--- config.mk ---
export PLATFORM = sky130hd
export DESIGN_NAME = pix_io_frontend
export DESIGN_NICKNAME = d
export VERILOG_FILES = /design/src/rtl/pix_io_pkg.sv /design/src/rtl/btn_debounce.sv /design/src/rtl/pix_io_frontend.sv
export SDC_FILE = /design/constraint.sdc
export NUM_CORES = 1
export LEC_CHECK = 0
export ABC_AREA = 1
export ABC_CLOCK_PERIOD_IN_PS = 2600
export BUFFER_PORTS_ARGS = -buffer_cell sky130_fd_sc_hd__buf_2
export CAP_MARGIN = 20
export CORE_AREA = 5 5 150 152
export DETAILED_ROUTE_END_ITERATION = 8
export DIE_AREA = 0 0 155 157
export PLACE_DENSITY = 0.74
export SLEW_MARGIN = 20
export SYNTH_ARGS = -nofsm -noshare
export SYNTH_HDL_FRONTEND = slang
export SYNTH_SLANG_ARGS = --single-unit
--- constraint.sdc ---
create_clock -name clk_pix -period 2.6 [get_ports clk_pix]
set_input_delay 0.52 -clock clk_pix [delete_from_list [all_inputs] [get_ports clk_pix]]
set_output_delay 0.52 -clock clk_pix [all_outputs]
set_load 0.005 [all_outputs]
--- src/rtl/pix_io_pkg.sv ---
// Shared widths, colour/index types and button slot numbers for the pixel front end.
// Latency: n/a (types and constants only).
// Backpressure: n/a.
package pix_io_pkg;

    localparam int CHANW = 4;
    localparam int COLRW = 3 * CHANW;
    localparam int CIDXW = 4;

    typedef logic [COLRW-1:0] colr_t;
    typedef logic [CIDXW-1:0] cidx_t;

    // Bit positions of each button in btn_in / btn_out / btn_ondn / btn_onup.
    localparam int BTN_RIGHT = 0;
    localparam int BTN_LEFT  = 1;
    localparam int BTN_UP    = 2;

endpackage

--- src/rtl/btn_debounce.sv ---
// Single-button synchroniser + debouncer with press/release pulses.
// Latency: output follows a stable input change 2**DEB_CNTW + 2 cycles after it is first sampled.
// Backpressure: none; free-running every clk_pix cycle.
//
// Ports: clk_pix/rst_pix clock and async active-high reset; in raw async button;
//        out debounced level; ondn/onup one-cycle press/release pulses.
module btn_debounce #(
    parameter int DEB_CNTW = 16
) (
    input  logic clk_pix,
    input  logic rst_pix,
    input  logic in,
    output logic out,
    output logic ondn,
    output logic onup
);

    logic                s1;
    logic                s2;
    logic [DEB_CNTW-1:0] cnt;

    always_ff @(posedge clk_pix or posedge rst_pix) begin
        if (rst_pix) begin
            s1 <= 1'b0;
            s2 <= 1'b0;
        end else begin
            s1 <= in;
            s2 <= s1;
        end
    end

    // The counter only runs while the synchronised input disagrees with the
    // current output; any agreement (i.e. a bounce back) restarts the wait.
    always_ff @(posedge clk_pix or posedge rst_pix) begin
        if (rst_pix) begin
            cnt  <= '0;
            out  <= 1'b0;
            ondn <= 1'b0;
            onup <= 1'b0;
        end else begin
            ondn <= 1'b0;
            onup <= 1'b0;
            if (s2 == out) begin
                cnt <= '0;
            end else if (cnt == '1) begin
                cnt  <= '0;
                out  <= s2;
                ondn <= s2;
                onup <= ~s2;
            end else begin
                cnt <= cnt + 1'b1;
            end
        end
    end

endmodule

--- src/rtl/pix_io_frontend.sv ---
// Pixel-domain front end: lock-derived reset, three button debouncers, writable colour LUT.
// Latency: rst_sys 3 cycles from lock change; buttons 2**DEB_CNTW+2; CLUT read 1 cycle, read-first.
// Backpressure: none; all paths accept a new input every clk_pix cycle.
//
// Ports: clk_pix/rst_pix clock and async active-high reset; clk_locked -> rst_sys;
//        btn_in {up,left,right} -> btn_out/btn_ondn/btn_onup;
//        we/cidx_write/colr_in CLUT write port; cidx_read -> colr_out registered read.
module pix_io_frontend
    import pix_io_pkg::*;
#(
    parameter int    CHANW    = pix_io_pkg::CHANW,
    parameter int    COLRW    = 3 * CHANW,
    parameter int    CIDXW    = pix_io_pkg::CIDXW,
    parameter string PAL_FILE = "",
    parameter int    DEB_CNTW = 16
) (
    input  logic             clk_pix,
    input  logic             rst_pix,
    input  logic             clk_locked,
    output logic             rst_sys,
    input  logic [2:0]       btn_in,
    output logic [2:0]       btn_out,
    output logic [2:0]       btn_ondn,
    output logic [2:0]       btn_onup,
    input  logic             we,
    input  logic [CIDXW-1:0] cidx_write,
    input  logic [COLRW-1:0] colr_in,
    input  logic [CIDXW-1:0] cidx_read,
    output logic [COLRW-1:0] colr_out
);

    localparam int DEPTH = 2 ** CIDXW;

    // ---------------------------------------------------------------
    // Lock -> system reset: 2-flop synchroniser then one output flop.
    // ---------------------------------------------------------------
    logic lock_s1;
    logic lock_s2;

    always_ff @(posedge clk_pix or posedge rst_pix) begin
        if (rst_pix) begin
            lock_s1 <= 1'b0;
            lock_s2 <= 1'b0;
            rst_sys <= 1'b1;
        end else begin
            lock_s1 <= clk_locked;
            lock_s2 <= lock_s1;
            rst_sys <= ~lock_s2;
        end
    end

    // ---------------------------------------------------------------
    // Button debouncers, one per button, fully independent.
    // ---------------------------------------------------------------
    btn_debounce #(.DEB_CNTW(DEB_CNTW)) u_deb_right (
        .clk_pix (clk_pix),
        .rst_pix (rst_pix),
        .in      (btn_in[BTN_RIGHT]),
        .out     (btn_out[BTN_RIGHT]),
        .ondn    (btn_ondn[BTN_RIGHT]),
        .onup    (btn_onup[BTN_RIGHT])
    );

    btn_debounce #(.DEB_CNTW(DEB_CNTW)) u_deb_left (
        .clk_pix (clk_pix),
        .rst_pix (rst_pix),
        .in      (btn_in[BTN_LEFT]),
        .out     (btn_out[BTN_LEFT]),
        .ondn    (btn_ondn[BTN_LEFT]),
        .onup    (btn_onup[BTN_LEFT])
    );

    btn_debounce #(.DEB_CNTW(DEB_CNTW)) u_deb_up (
        .clk_pix (clk_pix),
        .rst_pix (rst_pix),
        .in      (btn_in[BTN_UP]),
        .out     (btn_out[BTN_UP]),
        .ondn    (btn_ondn[BTN_UP]),
        .onup    (btn_onup[BTN_UP])
    );

    // ---------------------------------------------------------------
    // Colour lookup table. The array has no reset so it can map onto RAM;
    // its power-up contents are all zero.
    // ---------------------------------------------------------------
    logic [COLRW-1:0] mem [DEPTH];

    initial begin
        for (int i = 0; i < DEPTH; i++) begin
            mem[i] = '0;
        end
    end

    always_ff @(posedge clk_pix) begin
        if (we) begin
            mem[cidx_write] <= colr_in;
        end
    end

    // Read samples the pre-edge array contents, so a same-address write in
    // the same cycle is seen only by the following read (read-first).
    always_ff @(posedge clk_pix or posedge rst_pix) begin
        if (rst_pix) begin
            colr_out <= '0;
        end else begin
            colr_out <= mem[cidx_read];
        end
    end

endmodule

* Word level (Yosys, flattened, before mapping)
Memory sizes are Yosys's and may differ from the RTL's. A register that Yosys moved wholly into a read port is not among the register bits.
Index checks and enable logic that the tools add are counted.
** Word-level totals
- Bits in registers :: 66
- Output and inout port bits :: 22
- ROM bits :: 0
- Input bits :: 27
- Memories :: 1
- RAM bits :: 192
- Bits in latches :: 0
** Memory list
- mem :: depth 16, width 12, rd ports 1, clocked after Yosys merged registers in 1, write ports 1, line pix_io_frontend.sv:86 : logic [COLRW-1:0] mem [DEPTH];
** Cells by class
- Shift-type cells :: 0
- Add/sub/neg operators :: 3
- Multipliers :: 0
- Eq/ne operators :: 6
- Divide/modulo/power cells :: 0
- Reduce and logical (&&, ||, !) cells :: 3
- Magnitude comparators :: 0
- Bitwise operators :: 7
- Muxes and demuxes :: 20
** Operators with widths (number)
- two-way mux 16 bit :: 6
- adder 16 x 1 -> 16 bit (second input constant) :: 3
- equality test 16 bit (second input constant) :: 3
- two-way mux 1 bit :: 14
- inverter 1 bit :: 7
- AND reduction 2 bit :: 3
- equality test 1 bit :: 3

* Logic depth before layout (Yosys ltp)
Gate-level depths: netlist of run 1.
- Depth in word-level cells :: 3
- Mapped depth :: 8
- Gate-level depth less buffers :: 8

* By module
From an unflattened synthesis of run 1, not the netlist that was laid out.
** Second synthesis, totals
- Cells, all modules :: 1187
- Area total of the unflattened synthesis :: 11848.9 µm²
** Modules (own cells, without submodules)
- pix_io_frontend :: seq. area each 6142.1 µm², area an instance 8707.1 µm², times used 1, cells an instance 818
- btn_debounce :: seq. area each 525.5 µm², area an instance 1047.3 µm², times used 3, cells an instance 123

* Worst setup path before layout of run 1
OpenSTA, ideal clock, no wires.
- Kind :: in2reg
- Start point :: in cidx_write[3]
- End point :: mem mem[10][0] (netlist bit), enable pin
- Stages on the path :: 4
- Setup slack :: 0.965 ns
- Data arrival time :: 1.255 ns
- Path buffers :: 0
- Path through :: inv_1 -> nor2_1 -> nand2_1 -> nor2_1
** RTL lines
- start, declared :: line pix_io_frontend.sv:26 : input logic [CIDXW-1:0] cidx_write,
- end, declared :: line pix_io_frontend.sv:86
Straight into the memory's write port.

* Final worst setup path of run 1
- Start point :: reg rst_sys
- End point :: out rst_sys
** RTL lines
- start, declared :: line pix_io_frontend.sv:20 : output logic rst_sys,
- start signal, assigned :: line pix_io_frontend.sv:48 : rst_sys <= ~lock_s2;
No word-level cell between the ends.

==> results.md, run 1 <==
* CTS tree: yes
* # port buffers at 48
* Fmax at 597 MHz
* Worst path bufs/invs at 1
* Area added between synthesis and finish at 12.7%
* Place WS at 754 ps
* Cell Area, Synth at 11300 um^2
* Final setup viols at 0
* Avg Cell Area, Syn at 10.9 um^2
* Antenna diode count at 0
* Slew headroom at 57.0%
* Starting Density at 54.0%
* Share of cells above drive strength 1 at 12.3%
* H-tree depth at 1
* Peak supply drop at 0.505 mV
* Clock sink total at 270
* Ports at 49
* Worst Max-Slew Pin Slew at 644 ps
* RSZ-0062 raised after global routing: no
* Maximum root-to-sink buffer count at 3
* Min Tclk post-route at 1670 ps
* Yosys cell types at 35
* Die Wd at 155 um
* Worst Setup Path Type: reg -> out
* Crit. End Element: output port
* Post-synth EDFFs at 192
* Drt pass-1 iters at 5
* Rows at 53
* Crit-path cells: buf_2
* Vias in the first global route at 7294
* Die H at 157 um
* Total grt overflow at 0
* GRT Total Usage at 20.4%
* Routed vias at 7434
* Synthesized instance count at 1033
* First-pass GRT wire length at 39.3 mm
* CP required at 2080 ps
* Register area share after synthesis at 68.5%
* Clock root buffer: clkbuf_16
* Clock transition at path regs at 60 ps
* Most used DFF post-synth: edfxtp_1
* WL/cell at 17.7 um
* Antenna Nets Post-Route at 0
* Setup TNS at 0 ps
* Iteration-0 DRC Markers at 638
* GP Congestion at 0.829
* Hold-fix buffers, CTS at 0
* Hold Crit Class: in -> async
* Final Skew at 19.1 ps
* Via density at 5.36
* Worst skew pair latency at 550 ps
* Final Max Slew Viols at 0
* Yosys reg bits at 270
* Largest net degree at the start of global routing at 74
* Critical path launch point: rst_sys
* Setup ws final at 926 ps
* # DRC at 0
* Worst R2R Start: u_deb_up.cnt[0]
* Fin. Hold Viols at 0
* Final worst path period share at 64.4%
* Post-DP HPWL at 15.1 mm
* Post-CTS Setup Inserts at 0
* Power per cell area at 713 nW/um^2
* Die area at 24300 um^2
* WHS at 44.4 ps
* Core area at 20900 um^2
* Post-synthesis net count at 1063
* Final net count at 1121
* Synth Warn # at 0
* WL final at 24.5 mm
* Number of cells upsized or downsized after cts at 0
* Num CTS Buffers at 28
* Slowest CP cell: dfstp_2
* Status: completed
* Asr flop ratio synth at 28.9%
* Worst Path Max Fanout at 1
* Crit-path leading delay family: flip-flops
* Max-capacitance violation count at 0
* Design Power at 9050 uW
* Antenna violations before repair at 0
* Critical Path Start Type: flop
* Leak at 0.00499 uW
* CP max stage delay at 510 ps
* Data arrival, critical path at 1150 ps
[path summary, 6_finish.rpt]
| check | endpoint | slack, ps | depth (start not counted) |
|---|---|---|---|
| hold reg to reg | u_deb_up.s2 | 350 | 0 |
| max in group asynchronous | u_deb_left.cnt[0] | 1900 | 3 |
| setup / recovery | rst_sys | 930 | 1 |
| hold / removal | u_deb_up.out | 40 | 2 |
| setup reg to reg | u_deb_up.cnt[9] | 1060 | 6 |
| min in group clk_pix | u_deb_left.s1 | 90 | 1 |
[metrics by stage]
| step | area, um^2 | cells | util (%) |
|---|---|---|---|
| final | 12700 | 1388 | 60.8 |
| after global routing | 12700 | 1388 | 60.8 |
| after CTS | 12700 | 1388 | 60.8 |
| after detailed placement | 11800 | 1336 | 56.5 |
| after global placement | 11800 | 1336 | 56.5 |
| after floorplan | 11300 | 1033 | - |
[final cells by class]
cell class                      instances  area [um^2]
Clock buffer                           38          768
Clock inverter                         14          123
Fill cell                            1677         8190
Inverter                               75          283
Multi-Input combinational cell        642         2960
Sequential cell                       270         7720
Tap cell                              275          344
Timing Repair Buffer                   74          500
[synthesized netlist by cell type, types with 2 or more instances]
cell type	n	area (um^2)
nor2_1	219	822
nand4_1	5	31.3
and2_1	2	12.5
nand3_1	97	485
buf_4	16	120
dfrtp_1	77	1930
nand2_2	4	25.0
buf_8	2	30.0
nor3_1	11	55.1
nand2_1	160	601
o211ai_1	19	143
buf_6	5	56.3
nor2_2	7	43.8
xnor2_1	8	70.1
buf_1	3	11.3
clkbuf_1	6	22.5
xor2_1	12	105
o21ai_0	73	365
edfxtp_1	192	5770
o21bai_1	3	22.5
inv_2	3	11.3
buf_2	14	70.1
inv_1	72	270
a21oi_1	10	50.1
ha_1	3	37.5
[cell families (layout without fill, tap and decap cells)]
logic type                 Yosys count  in the layout  share of synthesized area (%)
and+or+nand+nor                    511            511                           19.0
DFF                                270            270                           68.5
buffers and inverters              121            201                           5.25
AOI/OAI and AO/OA                  108            108                           5.36
xor gates and xnor gates            20             20                           1.55
adders and majority gates            3              3                          0.333
[flip-flops by register name, summed over array words and instances, names as in the netlist, 12 cells and up]
register	cells
mem	192
u_deb_left.cnt	16
u_deb_right.cnt	16
u_deb_up.cnt	16
colr_out	12
[per-layer routing]
| metal | global-route usage (%) | wire length, um | vias up |
|---|---|---|---|
| met4 | 5.80 | 601 | 0 |
| li1 | - | - | 3596 |
| met3 | 2.75 | 2070 | 46 |
| met1 | 28.2 | 10000 | 3510 |
| met5 | 0 | 0 | - |
| met2 | 34.2 | 11800 | 282 |
[cell usage in the layout (no fill, tap or decap), types with 2 or more instances in the layout]
master and n:
nor2_1 219, nand2_2 4, inv_2 3, o211ai_1 19
nand2_1 160, and2_1 2, nor3_1 11, nor2_2 7
clkinv_1 3, inv_1 71, buf_2 47, o21ai_0 73
a21oi_1 10, edfxtp_1 192, dfrtp_1 77, buf_4 22
clkbuf_16 28, nand4_1 5, xnor2_1 8, o21bai_1 3
nand3_1 97, clkbuf_8 3, buf_12 5, xor2_1 12
clkinv_2 8, clkbuf_1 7, ha_1 3
[where the power goes]
group	total (uW)	leakage, uW	switching (uW)	internal (uW)
logic	497	0.00179	349	148
registers	4760	0.00277	35.3	4720
clock network	3790	0.000437	1620	2180
total	9050	0.00499	2000	7050
Note: power is estimated with default switching activity, not from simulation.
==> run 2: changes to the inputs <==
--- a/config.mk
+++ b/config.mk
@@ -6,7 +6,7 @@
 export NUM_CORES = 1
 export LEC_CHECK = 0
 export ABC_AREA = 1
-export ABC_CLOCK_PERIOD_IN_PS = 2600
+export ABC_CLOCK_PERIOD_IN_PS = 1500
 export BUFFER_PORTS_ARGS = -buffer_cell sky130_fd_sc_hd__buf_2
 export CAP_MARGIN = 20
 export CORE_AREA = 5 5 150 152
==> constraint.sdc (replaced) <==
create_clock -name clk_pix -period 1.5 [get_ports clk_pix]
set_input_delay 0.3 -clock clk_pix [delete_from_list [all_inputs] [get_ports clk_pix]]
set_output_delay 0.3 -clock clk_pix [all_outputs]
set_load 0.005 [all_outputs]
==> results.md, run 2 (same netlist as run 1, synthesis figures left out) <==
* Status: completed (unchanged)
* Iteration-0 DRC Markers at 601 (was 638)
* WL/cell at 17.6 um (was 17.7 um)
* Final net count at 1148 (was 1121)
* Worst Max-Slew Pin Slew at 438 ps (was 644 ps)
* Core area at 20900 um^2 (unchanged)
* Worst skew pair latency at 550 ps (about the same)
* WL final at 25.0 mm (was 24.5 mm)
* H-tree depth at 1 (unchanged)
* Final Max Slew Viols at 0 (unchanged)
* # DRC at 0 (unchanged)
* Min Tclk post-route at 1450 ps
* Slew headroom at 70.5% (was 57.0%)
* Total grt overflow at 0 (unchanged)
* Post-CTS Setup Inserts at 0 (unchanged)
* Sequential share of power at 50.9% (was 52.6%)
* Worst R2R Start: u_deb_right.cnt[0] (was u_deb_up.cnt[0])
* Crit-path leading delay family: flip-flops (unchanged)
* Commonest non-fill, non-tap cell in the layout: nor2_1 (unchanged)
* Commonest non-fill, non-tap cells in the layout: 218 x nor2_1, 192 x edfxtp_1, 160 x nand2_1 (was 219 x nor2_1, 192 x edfxtp_1, 160 x nand2_1)
* Dpl cells at 1357 (was 1336)
* Critical path launch point: rst_sys (unchanged)
* CTS tree: yes (unchanged)
* Post-route cell area at 13100 um^2 (was 12700 um^2)
* Slowest CP cell: dfstp_2 (unchanged)
* GRT Total Usage at 20.8% (was 20.4%)
* Largest net degree at the start of global routing at 79 (was 74)
* Max FFs per register at 192 (unchanged)
* Flop2flop setup slack at 90 ps (was 1060 ps)
* Post-DP HPWL at 15.3 mm (was 15.1 mm)
* Antenna Nets Post-Route at 0 (unchanged)
* Die H at 157 um (unchanged)
* Crit-path cells: buf_2 (unchanged)
* CP max stage delay at 510 ps (about the same)
* Power per cell area at 1230 nW/um^2 (was 713 nW/um^2)
* Worst reg2reg path endpoint: u_deb_right.cnt[11] (was u_deb_up.cnt[9])
* Combinational Power Share at 5.6% (was 5.5%)
* Die Wd at 155 um (unchanged)
* Maximum root-to-sink buffer count at 3 (unchanged)
* Fin. Hold Viols at 0 (unchanged)
* Via density at 5.35 (was 5.36)
* Psw at 3480 uW (was 2000 uW)
* Area after DPL at 12100 um^2 (was 11800 um^2)
* Critical Path Start Type: flop (unchanged)
* # port buffers at 48 (unchanged)
* Rows at 53 (unchanged)
* Vias in the first global route at 7520 (was 7294)
* Clock root buffer: clkbuf_16 (unchanged)
* Final setup viols at 0 (unchanged)
* First-pass GRT wire length at 39.8 mm (was 39.3 mm)
* Share of cells above drive strength 1 at 14.6% (was 12.3%)
* Final Skew at 14.0 ps (was 19.1 ps)
* Crit. End Element: output port (unchanged)
* Worst Setup Path Type: reg -> out (unchanged)
* Die area at 24300 um^2 (unchanged)
* Routed vias at 7572 (was 7434)
* Number of fill cells at 1625 (was 1677)
* Sw Share at 21.4% (was 22.1%)
* Most flops, register: mem (unchanged)
* Antenna violations before repair at 1 (was 0)
* Area added between synthesis and finish at 16.6% (was 12.7%)
* Worst Path Max Fanout at 1 (unchanged)
* Starting Density at 54.0% (unchanged)
* Cell count along the critical path at 1 (unchanged)
* Final worst path period share at 96.6%
* Num CTS Buffers at 28 (unchanged)
* Hold Crit Class: in -> reg (was in -> async)
* Clk pwr share at 43.4% (was 41.9%)
* Worst path bufs/invs at 1 (unchanged)
* Setup TNS at 0 ps (unchanged)
* Data arrival, critical path at 1150 ps (about the same)
* Leak at 0.00520 uW (was 0.00499 uW)
* Antenna diode count at 0 (unchanged)
* GP Congestion at 0.830 (was 0.829)
* Clock transition at path regs at 60 ps (about the same)
* Ports at 49 (unchanged)
* WHS at 132 ps (was 44.4 ps)
* R2R cell count at 8 (was 6)
* Peak supply drop at 0.835 mV (was 0.505 mV)
* Clock sink total at 270 (unchanged)
* Int Pwr at 12700 uW (was 7050 uW)
* CP required at 1200 ps (was 2080 ps)
* Fmax at 690 MHz
* Post-route insts no fill at 1415 (was 1388)
* Drt pass-1 iters at 5 (unchanged)
* Critical Path End: rst_sys (unchanged)
* Max-capacitance violation count at 0 (unchanged)
## run 2: cell types whose count changed in the layout (fill, tap and decap cells not counted), moves of 2 or more
cell / change
buf_12: +8
buf_4: +13
clkbuf_8: +6
clkinv_1: -3
clkinv_2: -5
dlygate4sd3_1: +5
nand2_4: +2
nor2_4: +2
## run 2: worst min path at each step
stage / slack, ps / from / to / depth (start not counted)
CTS: 110 / colr_in[5] / mem[9][5] / 1
finish: 130 / colr_in[5] / mem[9][5] / 1
detailed placement: 340 / u_deb_left.s1 / u_deb_left.s2 / 0
floorplan: 330 / lock_s1 / lock_s2 / 0
global route: 110 / colr_in[5] / mem[9][5] / 1
global placement: 330 / u_deb_left.s1 / u_deb_left.s2 / 0
## run 2: metal layers
layer	track usage [%]	vias to the layer above	share of wire, %
met4	5.85	2	2.9
met2	35.1	277	48
met1	28.0	3582	41
li1	-	3650	-
met3	3.82	61	8.1
met5	0	-	0.036
## run 2: through the flow
step	total power, uW	setup WS [ps]	utilization [%]
3_5_place_dp	9310	-4.61	57.8
6_report	16200	51.5	62.9
5_1_grt	16800	-21.5	62.9
4_1_cts	16400	25.6	62.7
2_1_floorplan	8900	84.6	-
3_3_place_gp	9280	60.6	57.8
## run 2: power by group through the flow
stage / combinational (uW) / clock, uW / sequential [uW]
final: 911 / 7050 / 8260
after global routing: 1020 / 7540 / 8270
after CTS: 916 / 7180 / 8260
after detailed placement: 896 / 0 / 8410
after global placement: 875 / 0 / 8400
after floorplan: 507 / 0 / 8390
## run 2: cell type report
class / count / area (um^2) / area share [%]
clock buffers: 43 / 847 / 6.45
clock inverters: 9 / 128 / 0.971
inverters: 75 / 285 / 2.17
multi-input cells: 643 / 3010 / 22.9
flip-flops and latches: 270 / 7720 / 58.7
well taps: 275 / 344 / 2.62
repair buffers: 100 / 808 / 6.15
## run 2: repair_timing
item | CTS | global route
hold endpoints to repair | 81 | 0
pin swaps | 0 | 2
resized for setup | 1 | 7
setup endpoints to repair | 2 | 33
hold buffers | 5 | 0
gates cloned | 0 | 1
